$ cat src/rtl/program_loader_if.sv
// Byte-stream, program-memory write port and status signals of the boot-time program loader.
// The host/bench side takes the master modport and the loader takes the slave modport.
interface program_loader_if;
  logic        restart_i;
  logic [7:0]  rx_data_i;
  logic        rx_valid_i;
  logic        rx_ready_o;
  logic        pm_we_o;
  logic [31:0] pm_addr_o;
  logic [31:0] pm_wdata_o;
  logic        core_reset_o;
  logic        busy_o;
  logic        done_o;
  logic        error_o;

  modport master (
    output restart_i, rx_data_i, rx_valid_i,
    input  rx_ready_o, pm_we_o, pm_addr_o, pm_wdata_o,
    input  core_reset_o, busy_o, done_o, error_o
  );

  modport slave (
    input  restart_i, rx_data_i, rx_valid_i,
    output rx_ready_o, pm_we_o, pm_addr_o, pm_wdata_o,
    output core_reset_o, busy_o, done_o, error_o
  );
endinterface

$ cat src/rtl/program_loader.sv
// Boot-time program loader: parses a length/data/XOR-checksum byte frame, writes little-endian
// words into program memory and releases the core only after the checksum verifies.
module program_loader #(
  parameter int PROGRAM_MEMORY_DEPTH = 64
) (
  input  logic            clk,
  input  logic            reset,
  program_loader_if.slave bus
);

  localparam logic [15:0] DEPTH = 16'(PROGRAM_MEMORY_DEPTH);

  typedef enum logic [2:0] {
    S_LEN_LO,
    S_LEN_HI,
    S_CHECK,
    S_DATA,
    S_CSUM,
    S_DONE,
    S_ERROR
  } state_t;

  state_t      state, state_nxt;
  logic [15:0] len;
  logic [15:0] word_cnt;
  logic [1:0]  byte_cnt;
  logic [23:0] shreg;
  logic [7:0]  csum;
  logic        ready;
  logic        accept;
  logic        last_byte;
  logic        last_word;
  logic        word_done;

  logic        vld_p1;
  logic [31:0] addr_p1;
  logic [31:0] wdata_p1;
  logic        core_rst_r;
  logic        busy_r;
  logic        done_r;
  logic        error_r;

  // Ready is decoded from state so a restart can block the byte in the same cycle.
  assign ready = !bus.restart_i &&
                 (state == S_LEN_LO || state == S_LEN_HI || state == S_DATA || state == S_CSUM);
  assign accept    = bus.rx_valid_i && ready;
  assign last_byte = (byte_cnt == 2'd3);
  assign last_word = (word_cnt == len - 16'd1);
  assign word_done = (state == S_DATA) && accept && last_byte;

  always_ff @(posedge clk or negedge reset) begin
    if (!reset) state <= S_LEN_LO;
    else        state <= state_nxt;
  end

  always_comb begin
    state_nxt = state;
    if (bus.restart_i) begin
      state_nxt = S_LEN_LO;
    end else begin
      case (state)
        S_LEN_LO: if (accept) state_nxt = S_LEN_HI;
        S_LEN_HI: if (accept) state_nxt = S_CHECK;
        S_CHECK: begin
          if (len > DEPTH)       state_nxt = S_ERROR;
          else if (len == 16'd0) state_nxt = S_CSUM;
          else                   state_nxt = S_DATA;
        end
        S_DATA:   if (word_done && last_word) state_nxt = S_CSUM;
        S_CSUM:   if (accept) state_nxt = (bus.rx_data_i == csum) ? S_DONE : S_ERROR;
        S_DONE:   state_nxt = S_DONE;
        S_ERROR:  state_nxt = S_ERROR;
        default:  state_nxt = S_LEN_LO;
      endcase
    end
  end

  // Stage p0: frame parsing, byte assembly and running XOR.
  always_ff @(posedge clk or negedge reset) begin
    if (!reset) begin
      len      <= '0;
      word_cnt <= '0;
      byte_cnt <= '0;
      shreg    <= '0;
      csum     <= '0;
    end else if (bus.restart_i) begin
      word_cnt <= '0;
      byte_cnt <= '0;
      csum     <= '0;
    end else if (accept) begin
      case (state)
        S_LEN_LO: begin
          len[7:0] <= bus.rx_data_i;
          csum     <= csum ^ bus.rx_data_i;
        end
        S_LEN_HI: begin
          len[15:8] <= bus.rx_data_i;
          csum      <= csum ^ bus.rx_data_i;
        end
        S_DATA: begin
          csum     <= csum ^ bus.rx_data_i;
          shreg    <= {bus.rx_data_i, shreg[23:8]};
          byte_cnt <= byte_cnt + 2'd1;
          if (last_byte) word_cnt <= word_cnt + 16'd1;
        end
        default: ;
      endcase
    end
  end

  // Stage p1: registered memory write and status outputs.
  always_ff @(posedge clk or negedge reset) begin
    if (!reset) begin
      vld_p1     <= 1'b0;
      addr_p1    <= '0;
      wdata_p1   <= '0;
      core_rst_r <= 1'b0;
      busy_r     <= 1'b0;
      done_r     <= 1'b0;
      error_r    <= 1'b0;
    end else begin
      vld_p1 <= word_done;
      if (word_done) begin
        addr_p1  <= {14'd0, word_cnt, 2'b00};
        wdata_p1 <= {bus.rx_data_i, shreg};
      end
      core_rst_r <= (state_nxt == S_DONE);
      done_r     <= (state_nxt == S_DONE);
      error_r    <= (state_nxt == S_ERROR);
      busy_r     <= (state_nxt == S_LEN_HI) || (state_nxt == S_CHECK) ||
                    (state_nxt == S_DATA)   || (state_nxt == S_CSUM);
    end
  end

  assign bus.rx_ready_o   = ready;
  assign bus.pm_we_o      = vld_p1;
  assign bus.pm_addr_o    = addr_p1;
  assign bus.pm_wdata_o   = wdata_p1;
  assign bus.core_reset_o = core_rst_r;
  assign bus.busy_o       = busy_r;
  assign bus.done_o       = done_r;
  assign bus.error_o      = error_r;

endmodule

$ cat src/flat_wrapper.sv
// flat-port wrapper written by rule: the top's interface ports become plain ports
module program_loader_flat 
#(
  parameter int PROGRAM_MEMORY_DEPTH = 64
)
  (clk, reset, bus_restart_i, bus_rx_data_i, bus_rx_valid_i, bus_rx_ready_o, bus_pm_we_o, bus_pm_addr_o, bus_pm_wdata_o, bus_core_reset_o, bus_busy_o, bus_done_o, bus_error_o);
  program_loader_if bus_i ();
  input  logic clk;
  input  logic reset;
  input wire logic [$bits(bus_i.restart_i)-1:0] bus_restart_i;
  input wire logic [$bits(bus_i.rx_data_i)-1:0] bus_rx_data_i;
  input wire logic [$bits(bus_i.rx_valid_i)-1:0] bus_rx_valid_i;
  output wire logic [$bits(bus_i.rx_ready_o)-1:0] bus_rx_ready_o;
  output wire logic [$bits(bus_i.pm_we_o)-1:0] bus_pm_we_o;
  output wire logic [$bits(bus_i.pm_addr_o)-1:0] bus_pm_addr_o;
  output wire logic [$bits(bus_i.pm_wdata_o)-1:0] bus_pm_wdata_o;
  output wire logic [$bits(bus_i.core_reset_o)-1:0] bus_core_reset_o;
  output wire logic [$bits(bus_i.busy_o)-1:0] bus_busy_o;
  output wire logic [$bits(bus_i.done_o)-1:0] bus_done_o;
  output wire logic [$bits(bus_i.error_o)-1:0] bus_error_o;
  assign bus_i.restart_i = bus_restart_i;
  assign bus_i.rx_data_i = bus_rx_data_i;
  assign bus_i.rx_valid_i = bus_rx_valid_i;
  assign bus_rx_ready_o = bus_i.rx_ready_o;
  assign bus_pm_we_o = bus_i.pm_we_o;
  assign bus_pm_addr_o = bus_i.pm_addr_o;
  assign bus_pm_wdata_o = bus_i.pm_wdata_o;
  assign bus_core_reset_o = bus_i.core_reset_o;
  assign bus_busy_o = bus_i.busy_o;
  assign bus_done_o = bus_i.done_o;
  assign bus_error_o = bus_i.error_o;
  program_loader #(.PROGRAM_MEMORY_DEPTH(PROGRAM_MEMORY_DEPTH)) u_core (.clk(clk), .reset(reset), .bus(bus_i));
endmodule
$ cat config.mk
export PLATFORM = sky130hd
export DESIGN_NAME = program_loader_flat
export DESIGN_NICKNAME = d
export VERILOG_FILES = /design/src/rtl/program_loader_if.sv /design/src/rtl/program_loader.sv /design/src/flat_wrapper.sv
export SDC_FILE = /design/constraint.sdc
export NUM_CORES = 1
export LEC_CHECK = 0
export CORE_AREA = 4 4 122 95
export DETAILED_ROUTE_END_ITERATION = 12
export DIE_AREA = 0 0 126 99
export DONT_BUFFER_PORTS = 1
export GPL_TIMING_DRIVEN = 1
export PLACE_DENSITY = 0.8
export SLEW_MARGIN = 15
export SYNTH_ARGS = -nofsm -noshare
export SYNTH_HDL_FRONTEND = slang
export SYNTH_SLANG_ARGS = --single-unit
$ cat constraint.sdc
create_clock -name clk -period 5.6 [get_ports clk]
set_input_delay 1.12 -clock clk [delete_from_list [all_inputs] [get_ports clk]]
set_output_delay 1.12 -clock clk [all_outputs]
set_load 0.005 [all_outputs]
==> qor_table.md, run 1 <==
| Quantity | Reported | Unit |
|---|---|---|
| Sequential share of power | 44.0 | % |
| Most Used Layer, Global Route | met2 | - |
| Via count of the first global-routing pass | 3908 | - |
| GR Layer Usage met1 | 28.3 | % |
| Crit start category | input pin | - |
| Total number of placement rows | 32 | - |
| Unrepaired setup endpoints after global routing | false | - |
| Count of input and output buffers | 0 | - |
| Number of enable flip-flop cells after synthesis | 0 | - |
| Final number of setup-violating endpoints | 0 | - |
| Insertion delay to the later sink of the worst-skew pair | 410 | ps |
| Cell area after synthesis | 5620 | um2 |
| Initial DRC count | 324 | - |
| Drt total wl | 12400 | um |
| HPWL Detailed | 8170 | um |
| Initial antenna violation count | 0 | - |
| Largest net degree at the start of global routing | 122 | - |
| Global routing met2 resource utilization | 31.3 | % |
| Data arrival time of the worst path | 3770 | ps |
| Post-CTS Resized | 0 | - |
| Highest Clock Rate | 0.291 | GHz |
| Share of flip-flops with an asynchronous set or reset | 100 | % |
| Total die area | 12500 | um2 |
| CTS sink cnt | 121 | - |
| Starting utilization of the core area | 54.9 | % |
| Critical Path Sink Type | flop | - |
| Setup Crit Path Kind | in -> reg | - |
| Library cell used as clock root buffer | sky130_fd_sc_hd__clkbuf_16 | - |
| Prevailing post-synth register cell | sky130_fd_sc_hd__dfrtp_1 | - |
| Drt pass-1 iters | 5 | - |
| Total power of the final layout | 2.35 | mW |
| Final GP Congestion | 0.886 | - |
| H-tree depth | 4 | - |
| Fraction of layout instances using a drive strength above 1 | 14.4 | % |
| Power density over the cells | 379 | nW/um2 |
| Setup repair bufs after CTS | 0 | - |
| Avg Vias per Cell | 5.62 | - |
| Remaining number of nets flagged by the antenna check after routing | 0 | - |
| Final worst path period need | 3440 | ps |
| Number of buffers created by CTS | 17 | - |
| Result of the run | completed | - |
| Clock network fraction of total power | 45.1 | % |
| Switching pwr | 621 | uW |
| Total internal power | 1.73 | mW |
| Switching part of the total power | 26.4 | % |
| Gr ovfl total | 0 | - |
| GRT met3 Usage | 6.99 | % |
| Post-route cell area | 6220 | um2 |
| Number of primary I/O pins | 82 | - |
| Count of final max-slew check failures | 0 | - |
| Deepest clock path buffer count | 2 | - |
| Flip-flop and latch count after synthesis | 121 | - |
| Horizontal extent of the die | 126 | um |
| Clock-pin slew of the registers on the worst-case setup and hold paths | 50 | ps |
| Highest net fanout along the worst path | 52 | - |
| Path type of the worst min-delay path | in -> async | - |
| Combinational share of power | 10.9 | % |
| Period utilization | 61.5 | % |
| Filler instances | 875 | - |
| Post-place instance area | 5630 | um2 |
| Number of instances in the synthesized netlist | 562 | - |
| Routed vias | 3960 | - |
| Final number of hold-violating endpoints | 0 | - |
| Max transition margin | 35.2 | % |
| Post-synthesis sequential area ratio | 53.8 | % |
| Total negative slack | 0 | ps |
| Synthesis-to-finish area growth | 10.5 | % |
| Peak supply drop | 0.249 | mV |
| Number of buffers inserted by hold repair at cts | 0 | - |
| Number of remaining DRC errors | 0 | - |
| Total of warnings raised by yosys | 0 | - |
| Die height | 99 | um |
| Total global-route track usage | 20.9 | % |
| Number of antenna cells inserted | 0 | - |
| Post-synthesis cell type count | 55 | - |
| WP data required | 5930 | ps |
| Final worst clock skew | 8.48 | ps |
| Slew at the pin with the worst max-slew slack | 970 | ps |
| TritonCTS clock tree | built | - |
| Core region area | 10200 | um2 |
| Routed len/inst | 17.5 | um |
| Max-cap viol count | 0 | - |
| Layout net count | 571 | - |
| Wire length of the first global-routing pass | 20500 | um |
| Post-synthesis average cell area | 10.0 | um2 |
| Leak | 3.04 | nW |
==> worst paths after layout <==
kind,startpoint,to,slack (ps),cells after the start
worst max-delay path,bus_restart_i,u_core.bus.error_o$_DFF_PN0_,2160,9
worst min-delay path,reset,u_core.bus.pm_addr_o[15]$_DFFE_PN0P_,410,0
worst max register to register,u_core.state[0]$_DFF_PN0_,u_core.bus.error_o$_DFF_PN0_,2410,9
worst min register to register,u_core.shreg[4]$_DFFE_PN0P_,u_core.bus.pm_wdata_o[4]$_DFFE_PN0P_,460,2
max in group asynchronous,reset,u_core.len[2]$_DFFE_PN0P_,5050,0
min in group clk,u_core.shreg[4]$_DFFE_PN0P_,u_core.bus.pm_wdata_o[4]$_DFFE_PN0P_,460,2
==> state kept, by name, indices dropped and copies added, names as in the netlist <==
register,cells
u_core.byte_cnt,2
u_core.len,16
u_core.bus.pm_addr_o,16
u_core.word_cnt,16
u_core.bus.pm_wdata_o,32
u_core.bus.core_reset_o,1
u_core.bus.pm_we_o,1
u_core.csum,8
u_core.state,3
u_core.bus.busy_o,1
u_core.bus.error_o,1
u_core.shreg,24
==> layer usage <==
metal  part of all wire, %  up-vias
met4                   2.3        0
li1                      -     1842
met5                     0        -
met3                   8.3       22
met2                    46      132
met1                    44     1964
==> layout make-up <==
| cell class | count | area, um2 | area share, % |
|---|---|---|---|
| sequential | 121 | 3030 | 48.7 |
| multi-input combinational | 404 | 2380 | 38.4 |
| clock buffer | 20 | 437 | 7.02 |
| tap | 136 | 170 | 2.74 |
| clock inverter | 12 | 144 | 2.31 |
| inverter | 10 | 37.5 | 0.604 |
| timing repair buffer | 2 | 15.0 | 0.242 |
==> power groups by stage <==
stage | clock network [mW] | logic, mW | registers, mW
2_1_floorplan | 0 | 0.232 | 1.01
5_1_grt | 1.12 | 0.287 | 1.04
6_report | 1.06 | 0.257 | 1.03
4_1_cts | 1.08 | 0.255 | 1.03
3_5_place_dp | 0 | 0.251 | 1.05
3_3_place_gp | 0 | 0.241 | 1.04
==> synthesized netlist by cell type (7+ instances only) <==
master | instances | share of area [%]
sky130_fd_sc_hd__or3_1 | 8 | 0.89
sky130_fd_sc_hd__xnor2_1 | 19 | 3.0
sky130_fd_sc_hd__nor2_1 | 28 | 1.9
sky130_fd_sc_hd__nand3_1 | 11 | 0.98
sky130_fd_sc_hd__inv_1 | 9 | 0.60
sky130_fd_sc_hd__nand4_1 | 7 | 0.78
sky130_fd_sc_hd__clkbuf_1 | 22 | 1.5
sky130_fd_sc_hd__buf_4 | 17 | 2.3
sky130_fd_sc_hd__dfrtp_1 | 121 | 54
sky130_fd_sc_hd__mux2_2 | 40 | 8.0
sky130_fd_sc_hd__xor2_1 | 25 | 3.9
sky130_fd_sc_hd__o21ai_0 | 11 | 0.98
sky130_fd_sc_hd__nand2_1 | 162 | 11
sky130_fd_sc_hd__a21oi_1 | 14 | 1.2
==> through the flow <==
step	worst slack (ps)	utilization, %	hold WS (ps)	std cells
2_1_floorplan	2450	-	433	577
3_3_place_gp	1840	55.0	449	673
3_5_place_dp	1750	55.0	451	673
4_1_cts	2170	60.6	389	705
5_1_grt	1940	60.6	385	705
6_report	2160	60.6	408	705
==> cell usage in the layout, fill, tap and decap left out, types with 5 or more instances in the layout <==
cell	instances
sky130_fd_sc_hd__nand3_1	11
sky130_fd_sc_hd__mux2_2	40
sky130_fd_sc_hd__a21oi_1	14
sky130_fd_sc_hd__nor2b_1	5
sky130_fd_sc_hd__nor4_1	5
sky130_fd_sc_hd__nand4_1	7
sky130_fd_sc_hd__clkbuf_16	17
sky130_fd_sc_hd__xor2_1	25
sky130_fd_sc_hd__or4_1	6
sky130_fd_sc_hd__o21ai_0	11
sky130_fd_sc_hd__nand2_1	162
sky130_fd_sc_hd__xnor2_1	19
sky130_fd_sc_hd__inv_1	9
sky130_fd_sc_hd__nor2_1	28
sky130_fd_sc_hd__nor3_1	6
sky130_fd_sc_hd__dfrtp_1	121
sky130_fd_sc_hd__clkinv_4	5
sky130_fd_sc_hd__conb_1	16
sky130_fd_sc_hd__or3_1	7
==> critical path: stages <==
cell and delay (ps):
sky130_fd_sc_hd__nand2b_1 180, sky130_fd_sc_hd__or4b_2 620, sky130_fd_sc_hd__buf_4 320, sky130_fd_sc_hd__inv_2 380, sky130_fd_sc_hd__nand4_1 140, sky130_fd_sc_hd__nor4_1 350, sky130_fd_sc_hd__o2111ai_1 210, sky130_fd_sc_hd__a21o_1 240
sky130_fd_sc_hd__nor3b_2 170
==> logic make-up (layout without fill, tap and decap cells) <==
family,Yosys count,count (layout),synth area share (%)
compound gates,46,46,5.23
xor+xnor,44,44,6.85
buf+inv,52,44,4.76
mux,41,41,8.19
simple gates,254,254,20.4
other cells,1,16,0.0667
flops,121,121,53.8
fa+ha+maj,3,3,0.668
No activity file was read; power rests on OpenSTA's default activity.
==> inputs of run 2 (changes only) <==
--- a/config.mk
+++ b/config.mk
@@ -10,7 +10,7 @@
 export DIE_AREA = 0 0 126 99
 export DONT_BUFFER_PORTS = 1
 export GPL_TIMING_DRIVEN = 1
-export PLACE_DENSITY = 0.8
+export PLACE_DENSITY = 0.83
 export SLEW_MARGIN = 15
 export SYNTH_ARGS = -nofsm -noshare
 export SYNTH_HDL_FRONTEND = slang
==> constraint.sdc (replaced) <==
create_clock -name clk -period 2.82 [get_ports clk]
set_input_delay 0.564 -clock clk [delete_from_list [all_inputs] [get_ports clk]]
set_output_delay 0.564 -clock clk [all_outputs]
set_load 0.005 [all_outputs]
==> run 2 against run 1 <==
  * The run now ends with negative hold slack, negative setup slack left
  * Sequential share of layout area down 0.97 points
  * Combinational power up 130%
  * Sequential power up 97%
  * Critical path depth down 2
  * Clock skew about the same
  * Global-route usage down 0.60 points
  * Flip-flop and latch count unchanged
  * Final cell count up 1.4%
  * Routed wire length up 0.70%
  * Hold slack worse by 550 ps
  * Setup slack worse by 2200 ps
==> qor_table.md, run 2 (synthesis gave the netlist of run 1 again) <==
| Quantity | Reported | Unit | Delta |
|---|---|---|---|
| Total power of the final layout | 4.81 | mW | was 2.35 mW |
| Startpoint of the worst register-to-register path | u_core.len[9]$_DFFE_PN0P_ | - | was u_core.state[0]$_DFF_PN0_ |
| Final number of hold-violating endpoints | 121 | - | was 0 |
| Synthesis-to-finish area growth | 12.8 | % | was 10.5% |
| Sequential share of power | 42.3 | % | was 44.0% |
| Total internal power | 3.57 | mW | was 1.73 mW |
| Power density over the cells | 758 | nW/um2 | was 379 nW/um2 |
| Slew at the pin with the worst max-slew slack | 745 | ps | was 970 ps |
| Post-route worst hold slack | -145 | ps | was 408 ps |
| Number of buffers created by CTS | 17 | - | unchanged |
| Via count of the first global-routing pass | 3871 | - | was 3908 |
| Reg-to-reg endpoint | u_core.bus.error_o$_DFF_PN0_ | - | unchanged |
| Unrepaired setup endpoints after global routing | true | - | was false |
| Critical path destination | u_core.bus.error_o$_DFF_PN0_ | - | unchanged |
| Setup Crit Path Kind | reg -> reg | - | was in -> reg |
| Starting utilization of the core area | 54.9 | % | unchanged |
| Data arrival time of the worst path | 3210 | ps | was 3770 ps |
| Internal reg-to-reg setup slack | -70 | ps | was 2410 ps |
| Final number of setup-violating endpoints | 1 | - | was 0 |
| Highest Clock Rate | 0.347 | GHz |  |
| Clock-pin slew of the registers on the worst-case setup and hold paths | 60 | ps | was 50 ps |
| Highest net fanout along the worst path | 4 | - | was 52 |
| Deepest clock path buffer count | 2 | - | unchanged |
| Max-cap viol count | 0 | - | unchanged |
| Fin cells | 715 | - | was 705 |
| Initial DRC count | 390 | - | was 324 |
| Remaining number of nets flagged by the antenna check after routing | 0 | - | unchanged |
| Path type of the worst min-delay path | in -> async | - | unchanged |
| Post-route cell area | 6340 | um2 | was 6220 um2 |
| Max FFs per register | 32 | - | unchanged |
| Total number of placement rows | 32 | - | unchanged |
| Final worst path period need | 2890 | ps |  |
| Die height | 99 | um | unchanged |
| Drt pass-1 iters | 6 | - | was 5 |
| Crit start category | flop | - | was input pin |
| TritonCTS clock tree | built | - | unchanged |
| H-tree depth | 4 | - | unchanged |
| Period utilization | 102 | % |  |
| CTS sink cnt | 121 | - | unchanged |
| Drt total wl | 12400 | um | about the same |
| Core region area | 10200 | um2 | unchanged |
| Avg Vias per Cell | 5.70 | - | was 5.62 |
| Clock network fraction of total power | 45.6 | % | was 45.1% |
| Cells after DPL | 681 | - | was 673 |
| Leak | 3.11 | nW | was 3.04 nW |
| Commonest non-fill, non-tap cell in the layout | sky130_fd_sc_hd__nand2_1 | - | unchanged |
| Final worst clock skew | 8.78 | ps | was 8.48 ps |
| Final GP Congestion | 0.939 | - | was 0.886 |
| Layout net count | 581 | - | was 571 |
| Largest net degree at the start of global routing | 122 | - | unchanged |
| CP Launch Point | u_core.len[9]$_DFFE_PN0P_ | - | was bus_restart_i |
| Routed len/inst | 17.4 | um | was 17.5 um |
| Initial antenna violation count | 0 | - | unchanged |
| Fraction of layout instances using a drive strength above 1 | 16.9 | % | was 14.4% |
| Most used cells in the layout excluding fill and tap cells | sky130_fd_sc_hd__nand2_1 (162), sky130_fd_sc_hd__dfrtp_1 (120), sky130_fd_sc_hd__mux2_2 (40), sky130_fd_sc_hd__nor2_1 (28), sky130_fd_sc_hd__xor2_1 (25) | - | was sky130_fd_sc_hd__nand2_1 (162), sky130_fd_sc_hd__dfrtp_1 (121), sky130_fd_sc_hd__mux2_2 (40), sky130_fd_sc_hd__nor2_1 (28), sky130_fd_sc_hd__xor2_1 (25) |
| Library cell used as clock root buffer | sky130_fd_sc_hd__clkbuf_16 | - | unchanged |
| Violated checks | negative hold slack, negative setup slack | - |  |
| Number of remaining DRC errors | 0 | - | unchanged |
| WP data required | 3140 | ps | was 5930 ps |
| Pre-CTS WS | 19.4 | ps | was 1750 ps |
| Gr ovfl total | 0 | - | unchanged |
| Insertion delay to the later sink of the worst-skew pair | 410 | ps | about the same |
| Total global-route track usage | 20.3 | % | was 20.9% |
| Peak supply drop | 0.439 | mV | was 0.249 mV |
| Number of primary I/O pins | 82 | - | unchanged |
| Max transition margin | 49.9 | % | was 35.2% |
| Total die area | 12500 | um2 | unchanged |
| Worst reg2reg path depth | 7 | - | was 9 |
| Post-place instance area | 5690 | um2 | was 5630 um2 |
| HPWL Detailed | 8470 | um | was 8170 um |
| Routed vias | 4076 | - | was 3960 |
| Count of final max-slew check failures | 0 | - | unchanged |
| Combinational share of power | 12.1 | % | was 10.9% |
| Critical Path Sink Type | flop | - | unchanged |
| Wire length of the first global-routing pass | 20200 | um | was 20500 um |
| Result of the run | finished with violations | - | was completed |
| Filler instances | 798 | - | was 875 |
| Count of input and output buffers | 0 | - | unchanged |
| Switching pwr | 1.24 | mW | was 621 uW |
| Final worst slack | -66.0 | ps | was 2160 ps |
| Number of antenna cells inserted | 0 | - | unchanged |
| Horizontal extent of the die | 126 | um | unchanged |
| Switching part of the total power | 25.8 | % | was 26.4% |
[run 2: metal layers]
metal	global-route usage (%)	share of wire [%]	routed length, um
met5	0	0	0
met4	6.68	1.4	177
met3	6.45	9.4	1170
met2	32.4	48	5970
met1	26.5	41	5130
[run 2: through the flow]
step	utilization [%]	TNS, ps
final	61.9	-66.0
after global routing	61.9	-115
after CTS	61.6	0
after detailed placement	55.6	0
after global placement	55.6	0
after floorplan	-	0
[run 2: worst min path at each step]
stage,start,end,slack (ps)
after floorplan,reset,u_core.bus.busy_o$_DFF_PN0_,270
after global placement,reset,u_core.bus.pm_wdata_o[0]$_DFFE_PN0P_,270
after detailed placement,reset,u_core.bus.pm_wdata_o[1]$_DFFE_PN0P_,270
after CTS,reset,u_core.word_cnt[15]$_DFFE_PN0P_,-160
after global routing,reset,u_core.bus.pm_wdata_o[10]$_DFFE_PN0P_,-160
final,reset,u_core.bus.pm_addr_o[13]$_DFFE_PN0P_,-150
[run 2: repair_timing]
| action | 4_1_cts | 5_1_grt |
|---|---|---|
| buffers inserted | 0 | 2 |
| resized for setup | 0 | 5 |
| endpoints found under the hold margin | 121 | 121 |
| endpoints found under the setup margin | 0 | 2 |
[run 2: layout make-up]
type / instances / area [um2] / share of cell area [%]
repair buffers: 12 / 90.1 / 1.42
well taps: 136 / 170 / 2.68
flip-flops and latches: 121 / 3030 / 47.7
clock buffers: 21 / 480 / 7.57
inverters: 10 / 37.5 / 0.592
clock inverters: 11 / 135 / 2.13
multi-input cells: 404 / 2400 / 37.9
[run 2: critical path: stages, from the launching register on]
cell                        delay (ps)
sky130_fd_sc_hd__dfrtp_2           430
sky130_fd_sc_hd__or4_4             500
sky130_fd_sc_hd__or3_4             360
sky130_fd_sc_hd__or4_1             480
sky130_fd_sc_hd__a222oi_1          360
sky130_fd_sc_hd__o2111ai_2         230
sky130_fd_sc_hd__a21o_1            260
sky130_fd_sc_hd__nor3b_2           190
[run 2: power by group through the flow]
stage | Sequential (mW) | Combinational [mW] | Clock, mW
floorplan | 2.02 | 0.460 | 0
global placement | 2.04 | 0.518 | 0
detailed placement | 2.06 | 0.545 | 0
CTS | 2.03 | 0.551 | 2.23
global route | 2.05 | 0.636 | 2.32
finish | 2.03 | 0.583 | 2.19
